**config.mk**
```make
export PLATFORM = sky130hd
export DESIGN_NAME = aes_round_sequencer
export DESIGN_NICKNAME = d
export VERILOG_FILES = /design/src/rtl/aes_round_sequencer.sv
export SDC_FILE = /design/constraint.sdc
export NUM_CORES = 1
export LEC_CHECK = 0
export BUFFER_PORTS_ARGS = -buffer_cell sky130_fd_sc_hd__buf_2
export CORE_ASPECT_RATIO = 0.5
export CORE_MARGIN = 2
export CORE_UTILIZATION = 25
export DETAILED_ROUTE_END_ITERATION = 7
export GPL_TIMING_DRIVEN = 1
export PLACE_DENSITY = 0.44
export SETUP_SLACK_MARGIN = 0.2
export SLEW_MARGIN = 20
export SYNTH_ARGS = -nofsm -noshare
export SYNTH_HDL_FRONTEND = slang
export SYNTH_SLANG_ARGS = --single-unit
```
**constraint.sdc**
```tcl
create_clock -name clk -period 6.92 [get_ports clk]
set_clock_uncertainty 0.05 [all_clocks]
set_input_delay 0.346 -clock clk [delete_from_list [all_inputs] [get_ports clk]]
set_output_delay 0.346 -clock clk [all_outputs]
set_load 0.05 [all_outputs]
```
**src/rtl/aes_round_sequencer.sv**
```systemverilog
// Control sequencer for an iterative AES-128 datapath: accepts a block, steps it
// through NR rounds (the last one without mix-columns), then holds ciphertext until it is consumed.
module aes_round_sequencer #(
  parameter int unsigned NR = 10
) (
  input  logic       clk,
  input  logic       rst,
  input  logic       in_valid,
  output logic       in_ready,
  output logic       out_valid,
  input  logic       out_ready,
  output logic       load_en,
  output logic       rnd_en,
  output logic       mc_bypass,
  output logic [3:0] round_idx,
  output logic [7:0] rcon,
  output logic       busy
);

  typedef enum logic [1:0] {
    IDLE  = 2'd0,
    ROUND = 2'd1,
    FINAL = 2'd2,
    DONE  = 2'd3
  } state_e;

  localparam logic [3:0] LAST_ROUND = 4'(NR);
  localparam logic [3:0] PENULT     = 4'(NR - 1);

  state_e     state_q, state_d;
  logic [3:0] cnt_q, cnt_d;

  always_ff @(posedge clk) begin
    if (rst) begin
      state_q <= IDLE;
      cnt_q   <= 4'd0;
    end else begin
      state_q <= state_d;
      cnt_q   <= cnt_d;
    end
  end

  // The counter saturates at the last round rather than wrapping.
  always_comb begin
    state_d = state_q;
    cnt_d   = cnt_q;
    case (state_q)
      IDLE: begin
        if (in_valid) begin
          state_d = ROUND;
          cnt_d   = 4'd1;
        end
      end
      ROUND: begin
        if (cnt_q >= PENULT) begin
          state_d = FINAL;
          cnt_d   = LAST_ROUND;
        end else begin
          cnt_d = cnt_q + 4'd1;
        end
      end
      FINAL: state_d = DONE;
      DONE: begin
        if (out_ready) begin
          state_d = IDLE;
          cnt_d   = 4'd0;
        end
      end
      default: begin
        state_d = IDLE;
        cnt_d   = 4'd0;
      end
    endcase
  end

  always_comb begin
    in_ready  = 1'b0;
    out_valid = 1'b0;
    rnd_en    = 1'b0;
    mc_bypass = 1'b0;
    case (state_q)
      IDLE:  in_ready = 1'b1;
      ROUND: rnd_en = 1'b1;
      FINAL: begin
        rnd_en    = 1'b1;
        mc_bypass = 1'b1;
      end
      DONE:  out_valid = 1'b1;
      default: in_ready = 1'b0;
    endcase
    load_en   = in_valid & in_ready;
    busy      = ~in_ready;
    round_idx = cnt_q;
  end

  // Round constants are successive GF(2^8) doublings of 01.
  always_comb begin
    case (cnt_q)
      4'd1:    rcon = 8'h01;
      4'd2:    rcon = 8'h02;
      4'd3:    rcon = 8'h04;
      4'd4:    rcon = 8'h08;
      4'd5:    rcon = 8'h10;
      4'd6:    rcon = 8'h20;
      4'd7:    rcon = 8'h40;
      4'd8:    rcon = 8'h80;
      4'd9:    rcon = 8'h1B;
      4'd10:   rcon = 8'h36;
      default: rcon = 8'h00;
    endcase
  end

endmodule

```
==> flow_metrics.tcl, run 1 <==
set metrics [dict create \
    power_leakage_nw 0.468 \
    hold_depth 2 \
    post_cts_resized 0 \
    clockBufferDepth 2 \
    netlist_area_um2 820 \
    tightest_slew_ns 0.680 \
    fillCellCount 309 \
    fmax_mhz 362 \
    grtUsageTotal_pct 9.12 \
    fin_cells 145 \
    antenna_found_initial 0 \
    outcome "complete, no violations" \
    initial_core_util_pct 26.7 \
    hold_viol 0 \
    internal_power_mw 0.212 \
    dpl.cell_count 142 \
    r2r-start "round_idx[1]$_SDFFE_PP0N_" \
    pre_cts_slack_ns 4.18 \
    worst_slack_ns 4.16 \
    detail_route.drc_violations 0 \
    placed_cell_area_um2 971 \
    port_buffers 21 \
    cts_setup_buffers 0 \
    first_pass_iters 6 \
    slowest_stage "a211oi_1" \
    power_density_nw_per_um2 432 \
    crit_cells 9 \
    dpl.hpwl_mm 1.25 \
    clock_latency_ns 0.24 \
    vias 615 \
    cts-root-buf "clkbuf_8" \
    criticalPathCategory "flip-flop to flip-flop" \
    final_area_um2 1010 \
    finalMaxSlewViolations 0 \
    finalSetupViolCount 0 \
    dieArea_um2 3780 \
    ir_drop_mv 0.228 \
    regArea_um2 280 \
    cp_max_fo 5 \
    die_h_um 44.5 \
    boundaryPins 22 \
    grt-ovfl-total 0 \
    hp-class "input port to flip-flop" \
    r2r_slack_ns 4.16 \
    timing.final.crit_period_ns 2.76 \
    grt_pass1_vias 590 \
    cp-start-kind "flip-flop" \
    hold_path_end "state_q[1]$_SDFFE_PP0P_" \
    syn2layout_area_growth_pct 23.5 \
    routedWlPerCell_um 11.2 \
    p_clk_share_pct 14.4 \
    vias_per_cell 4.24 \
    core_area_um2 3070 \
    die_w_um 85.0 \
    max_slew_margin_pct 54.4 \
    antenna_cells 0 \
    reg2reg_depth 9 \
    place.gp.congestion 0.701 \
    netlist_instances 82 \
    synth.distinct_cells 28 \
    synth.ff_latch_count 14 \
    fin_setup_tns_ns 0 \
    required_ns 7.00 \
    crit_family "compound AO/OA/AOI/OAI gates" \
    pwr-share-seq_pct 24.1 \
    crit_buf_inv 2 \
    finalCritPeriodShare_pct 39.9 \
    end_kind "flip-flop" \
    ys_seq_area_share_pct 34.2 \
    ant_nets 0 \
    cap_violations 0 \
    min_from "rst" \
    drt_wl_total_mm 1.63 \
    clkTransAtPathRegs_ns 0.05 \
    critical-path-max-stage-delay_ns 0.59 \
    cp.arrival_ns 2.84 \
    cts_tree "done" \
    avgSynthCellArea_um2 9.99 \
    grt_pass1_wl_mm 2.61 \
    syn_nets 98 \
    cts_buffers 3 \
    grt_start_max_net_pins 11 \
    cp_cell_sequence "inv_1, ha_1, nor3b_1, o21ai_0, o221a_2, a211oi_1, inv_1, ha_1, a22o_1" \
    p_sw_share_pct 51.5 \
    numClockSinks 14 \
    drive_above_1_share_pct 30.5 \
    timing.rr.end "rcon[4]$_DFF_P_" \
    fp-row-count 14 \
    yosys_warnings 0 \
    htree_levels 1 \
    netSwitchingPower_mw 0.225 \
    cts_hold_buf 0 \
    comb_power_share_pct 61.5 \
    multi_input_area_um2 498 \
    drt-initial-drc-count 11 \
    nets 123 \
    rsz0062_at_grt "false" \
]
[worst max path at each step]
stage                              startpoint  slack [ns]         endpoint
detailed placement  round_idx[1]$_SDFFE_PP0N_        4.18  rcon[4]$_DFF_P_
finish              round_idx[1]$_SDFFE_PP0N_        4.16  rcon[4]$_DFF_P_
global route        round_idx[1]$_SDFFE_PP0N_        3.99  rcon[1]$_DFF_P_
floorplan           round_idx[1]$_SDFFE_PP0N_        4.15  rcon[4]$_DFF_P_
global placement    round_idx[1]$_SDFFE_PP0N_        4.23  rcon[4]$_DFF_P_
CTS                 round_idx[1]$_SDFFE_PP0N_        4.16  rcon[4]$_DFF_P_
[cell families after synthesis]
family	after synthesis	synth area share, %
AOI/OAI and AO/OA	13	15.6
xor gates and xnor gates	1	1.07
adders and majority gates	12	18.3
buffers and inverters	11	5.04
DFF	14	34.2
muxes	4	4.89
and+or+nand+nor	27	20.9
[cell usage after synthesis (all sizes together)]
cell type,number,area (um2)
and3,1,6.26
nor4b,1,8.76
nor3b,3,27.5
nand2,1,3.75
mux2i,4,40.0
buf,1,3.75
ha,12,150
o41a,2,32.5
o21ai,2,10.0
nor2b,3,33.8
nand3,2,10.0
and2,2,12.5
nor2,10,37.5
o41ai,1,8.76
a211oi,4,42.5
inv,10,37.5
xor2,1,8.76
or3,1,11.3
nor3,3,20.0
a22o,2,17.5
dfxtp,14,280
a21oi,1,5.00
o221a,1,11.3
[layer usage]
| metal | GRT usage, % | vias up | part of all wire, % |
|---|---|---|---|
| li1 | - | 326 | - |
| met4 | 5.71 | 0 | 0 |
| met1 | 11.6 | 281 | 51 |
| met2 | 13.9 | 8 | 46 |
| met3 | 2.61 | 0 | 3.2 |
| met5 | 0 | - | 0 |
[cell usage in the layout, fill, tap and decap left out, drive strengths merged]
cell / synthesis / final
a211oi: 4 / 4
nor3: 3 / 3
nor2b: 3 / 3
nor3b: 3 / 3
buf: 1 / 21
o221a: 1 / 1
a21oi: 1 / 1
clkbuf: 0 / 3
ha: 12 / 12
nor4b: 1 / 1
dfxtp: 14 / 14
nand3: 2 / 2
or3: 1 / 1
inv: 10 / 10
a22o: 2 / 2
o41a: 2 / 2
o21ai: 2 / 2
xor2: 1 / 1
nor2: 10 / 10
o41ai: 1 / 1
nand2: 1 / 1
and3: 1 / 1
mux2i: 4 / 4
and2: 2 / 2
[power groups by stage]
stage                     logic (mW)  clock network [mW]  registers [mW]
after floorplan                0.195                   0           0.132
after global placement         0.269                   0           0.107
after detailed placement       0.268                   0           0.108
after CTS                      0.270              0.0667           0.106
after global routing           0.288              0.0693           0.107
final                          0.269              0.0632           0.105
[layout make-up]
class                   count  share of cell area, %
clock buffers               3                   4.08
repair buffers             21                   10.4
flip-flops and latches     14                   27.7
inverters                  10                   3.71
multi-input cells          57                   49.2
well taps                  40                   4.94
[worst register-to-register path, stage by stage, from the launching register on]
cell,delay [ns]
dfxtp_1,0.40
inv_1,0.08
ha_1,0.20
nor3b_1,0.18
o21ai_0,0.18
o221a_2,0.30
a211oi_1,0.59
inv_1,0.14
ha_1,0.34
a22o_1,0.21
[flip-flops by register name, indices dropped and copies added (netlist names)]
signal,cells
rcon,8
round_idx,4
state_q,2
[through the flow]
step | hold slack, ns | util, % | total power [mW]
2_1_floorplan | 0.468 | - | 0.328
3_3_place_gp | 0.517 | 31.7 | 0.377
3_5_place_dp | 0.517 | 31.7 | 0.375
4_1_cts | 0.377 | 33.0 | 0.442
5_1_grt | 0.402 | 33.0 | 0.464
6_report | 0.383 | 33.0 | 0.438
No activity file was read; power rests on OpenSTA's default activity.
==> run 2: changes to the inputs <==
--- a/config.mk
+++ b/config.mk
@@ -11,7 +11,7 @@
 export CORE_UTILIZATION = 25
 export DETAILED_ROUTE_END_ITERATION = 7
 export GPL_TIMING_DRIVEN = 1
-export PLACE_DENSITY = 0.44
+export PLACE_DENSITY = 0.46
 export SETUP_SLACK_MARGIN = 0.2
 export SLEW_MARGIN = 20
 export SYNTH_ARGS = -nofsm -noshare
==> constraint.sdc (replaced) <==
create_clock -name clk -period 2.37 [get_ports clk]
set_clock_uncertainty 0.05 [all_clocks]
set_input_delay 0.1185 -clock clk [delete_from_list [all_inputs] [get_ports clk]]
set_output_delay 0.1185 -clock clk [all_outputs]
set_load 0.05 [all_outputs]
==> run 2 against run 1 <==
  * Non-clock buffer count grew 7
  * Utilization up 6.3 points
  * Design area up 19%
  * Critical path depth unchanged
  * Sequential share of layout area is 3.2 points lower
  * Clock power grew to 3.2 times the previous value
  * Final cell count increased by 5.5%
  * Routed wire length grew 9.0%
  * Maximum frequency up 32%
  * Critical path type unchanged
  * Largest power group unchanged
==> flow_metrics.tcl, run 2 (synthesis gave the netlist of run 1 again) <==
set metrics [dict create \
    cap_violations 0 \
    hold_path_end "state_q[1]$_SDFFE_PP0P_" \
    routedWlPerCell_um 11.6 \
    power_leakage_nw 0.511 \
    clock_latency_ns 0.24 \
    drt_wl_total_mm 1.78 \
    reg2reg_depth 9 \
    hold_viol 0 \
    timing.rr.end "rcon[4]$_DFF_P_" \
    end_kind "flip-flop" \
    finalMaxSlewViolations 0 \
    first_pass_iters 4 \
    fmax_mhz 477 \
    comb_power_share_pct 65.5 \
    placed_cell_area_um2 1070 \
    cts_hold_buf 0 \
    dieArea_um2 3780 \
    criticalPathCategory "flip-flop to flip-flop" \
    cp_max_fo 5 \
    cts_buffers 3 \
    hold_depth 2 \
    finalCritPeriodShare_pct 88.5 \
    pre_cts_slack_ns 0.131 \
    p_clk_share_pct 12.6 \
    timing.final.crit_period_ns 2.10 \
    dpl.cell_count 145 \
    vias_per_cell 4.27 \
    boundaryPins 22 \
    cts-root-buf "clkbuf_8" \
    final_common_cell "buf_2" \
    r2r_slack_ns 0.27 \
    layout_common_cells "buf_2 (21), dfxtp_1 (10), nor2_1 (9)" \
    ant_nets 0 \
    die_h_um 44.5 \
    grt_pass1_vias 591 \
    cp.arrival_ns 2.18 \
    fin_cells 153 \
    final_area_um2 1200 \
    numClockSinks 14 \
    drive_above_1_share_pct 54.0 \
    largest_reg_flops 8 \
    worst_slack_ns 0.273 \
    power_density_nw_per_um2 1320 \
    clkTransAtPathRegs_ns 0.06 \
    drt-initial-drc-count 20 \
    grt_pass1_wl_mm 2.87 \
    cp-start-kind "flip-flop" \
    antenna_cells 0 \
    finalSetupViolCount 0 \
    detail_route.drc_violations 0 \
    max_slew_margin_pct 74.7 \
    tightest_slew_ns 0.379 \
    p_sw_share_pct 48.9 \
    clockBufferDepth 2 \
    ir_drop_mv 0.991 \
    required_ns 2.45 \
    syn2layout_area_growth_pct 47.0 \
    core_area_um2 3070 \
    antenna_found_initial 0 \
    dpl.hpwl_mm 1.32 \
    r2r-start "round_idx[0]$_SDFFE_PP0N_" \
    fin_setup_tns_ns 0 \
    cts_tree "done" \
    fp-row-count 14 \
    grt-ovfl-total 0 \
    htree_levels 1 \
    initial_core_util_pct 26.7 \
    grt_start_max_net_pins 11 \
    min_from "rst" \
    grtUsageTotal_pct 9.94 \
    rsz0062_at_grt "true" \
    port_buffers 21 \
    hp-class "input port to flip-flop" \
    outcome "complete, no violations" \
    pwr-share-seq_pct 21.9 \
    vias 653 \
    place.gp.congestion 0.741 \
    internal_power_mw 0.811 \
    netSwitchingPower_mw 0.777 \
    nets 130 \
    die_w_um 85.0 \
]
## run 2: worst max path at each step
| stage | slack, ns | cells past startpoint | startpoint | to |
|---|---|---|---|---|
| final | 0.27 | 9 | round_idx[0]$_SDFFE_PP0N_ | rcon[4]$_DFF_P_ |
| after global routing | 0.15 | 9 | round_idx[0]$_SDFFE_PP0N_ | rcon[4]$_DFF_P_ |
| after CTS | 0.24 | 9 | round_idx[0]$_SDFFE_PP0N_ | rcon[4]$_DFF_P_ |
| after detailed placement | 0.13 | 8 | state_q[1]$_SDFFE_PP0P_ | rcon[4]$_DFF_P_ |
| after global placement | 0.16 | 8 | state_q[1]$_SDFFE_PP0P_ | rcon[4]$_DFF_P_ |
| after floorplan | 0.19 | 8 | state_q[1]$_SDFFE_PP0P_ | rcon[4]$_DFF_P_ |
## run 2: per-layer routing
| metal | track usage, % | vias up | share of wire (%) |
|---|---|---|---|
| met1 | 13.8 | 293 | 51 |
| li1 | - | 348 | - |
| met5 | 0 | - | 0 |
| met2 | 14.2 | 10 | 44 |
| met3 | 3.36 | 2 | 3.8 |
| met4 | 3.81 | 0 | 0.96 |
## run 2: power groups by stage
stage	Sequential (mW)	Clock (mW)	Combinational (mW)
3_3_place_gp	0.350	0	0.911
3_5_place_dp	0.348	0	0.899
4_1_cts	0.343	0.209	0.917
6_report	0.348	0.201	1.04
2_1_floorplan	0.421	0	0.683
5_1_grt	0.358	0.219	1.13
## run 2: per-stage QoR
step                      hold WS (ns)  total power, mW  util (%)
after CTS                        0.179             1.47      36.7
final                            0.177             1.59      39.3
after global placement           0.417             1.26      34.9
after global routing             0.189             1.70      39.3
after detailed placement         0.432             1.25      34.9
after floorplan                  0.455             1.10         -
## run 2: layout make-up
type                            instances  area (um2)
Sequential cell                        14         295
Timing Repair Buffer                   28         158
Clock buffer                            4        45.0
Tap cell                               40        50.0
Multi-Input combinational cell         57         612
Fill cell                             298        1860
Inverter                               10        45.0
## run 2: timing repair
item	CTS	global route
resized for setup	1	12
pin swaps	1	4
endpoints found under the hold margin	0	0
setup buffers	1	3
setup endpoints to repair	2	6
## run 2: worst max-delay path, stage by stage, from the launching register on
cell and delay [ns]:
dfxtp_4 0.37, inv_4 0.05, ha_2 0.17, nor3b_4 0.20, o21ai_2 0.07, o221a_2 0.29, a211oi_4 0.27, inv_2 0.09
ha_4 0.22, a22o_1 0.20
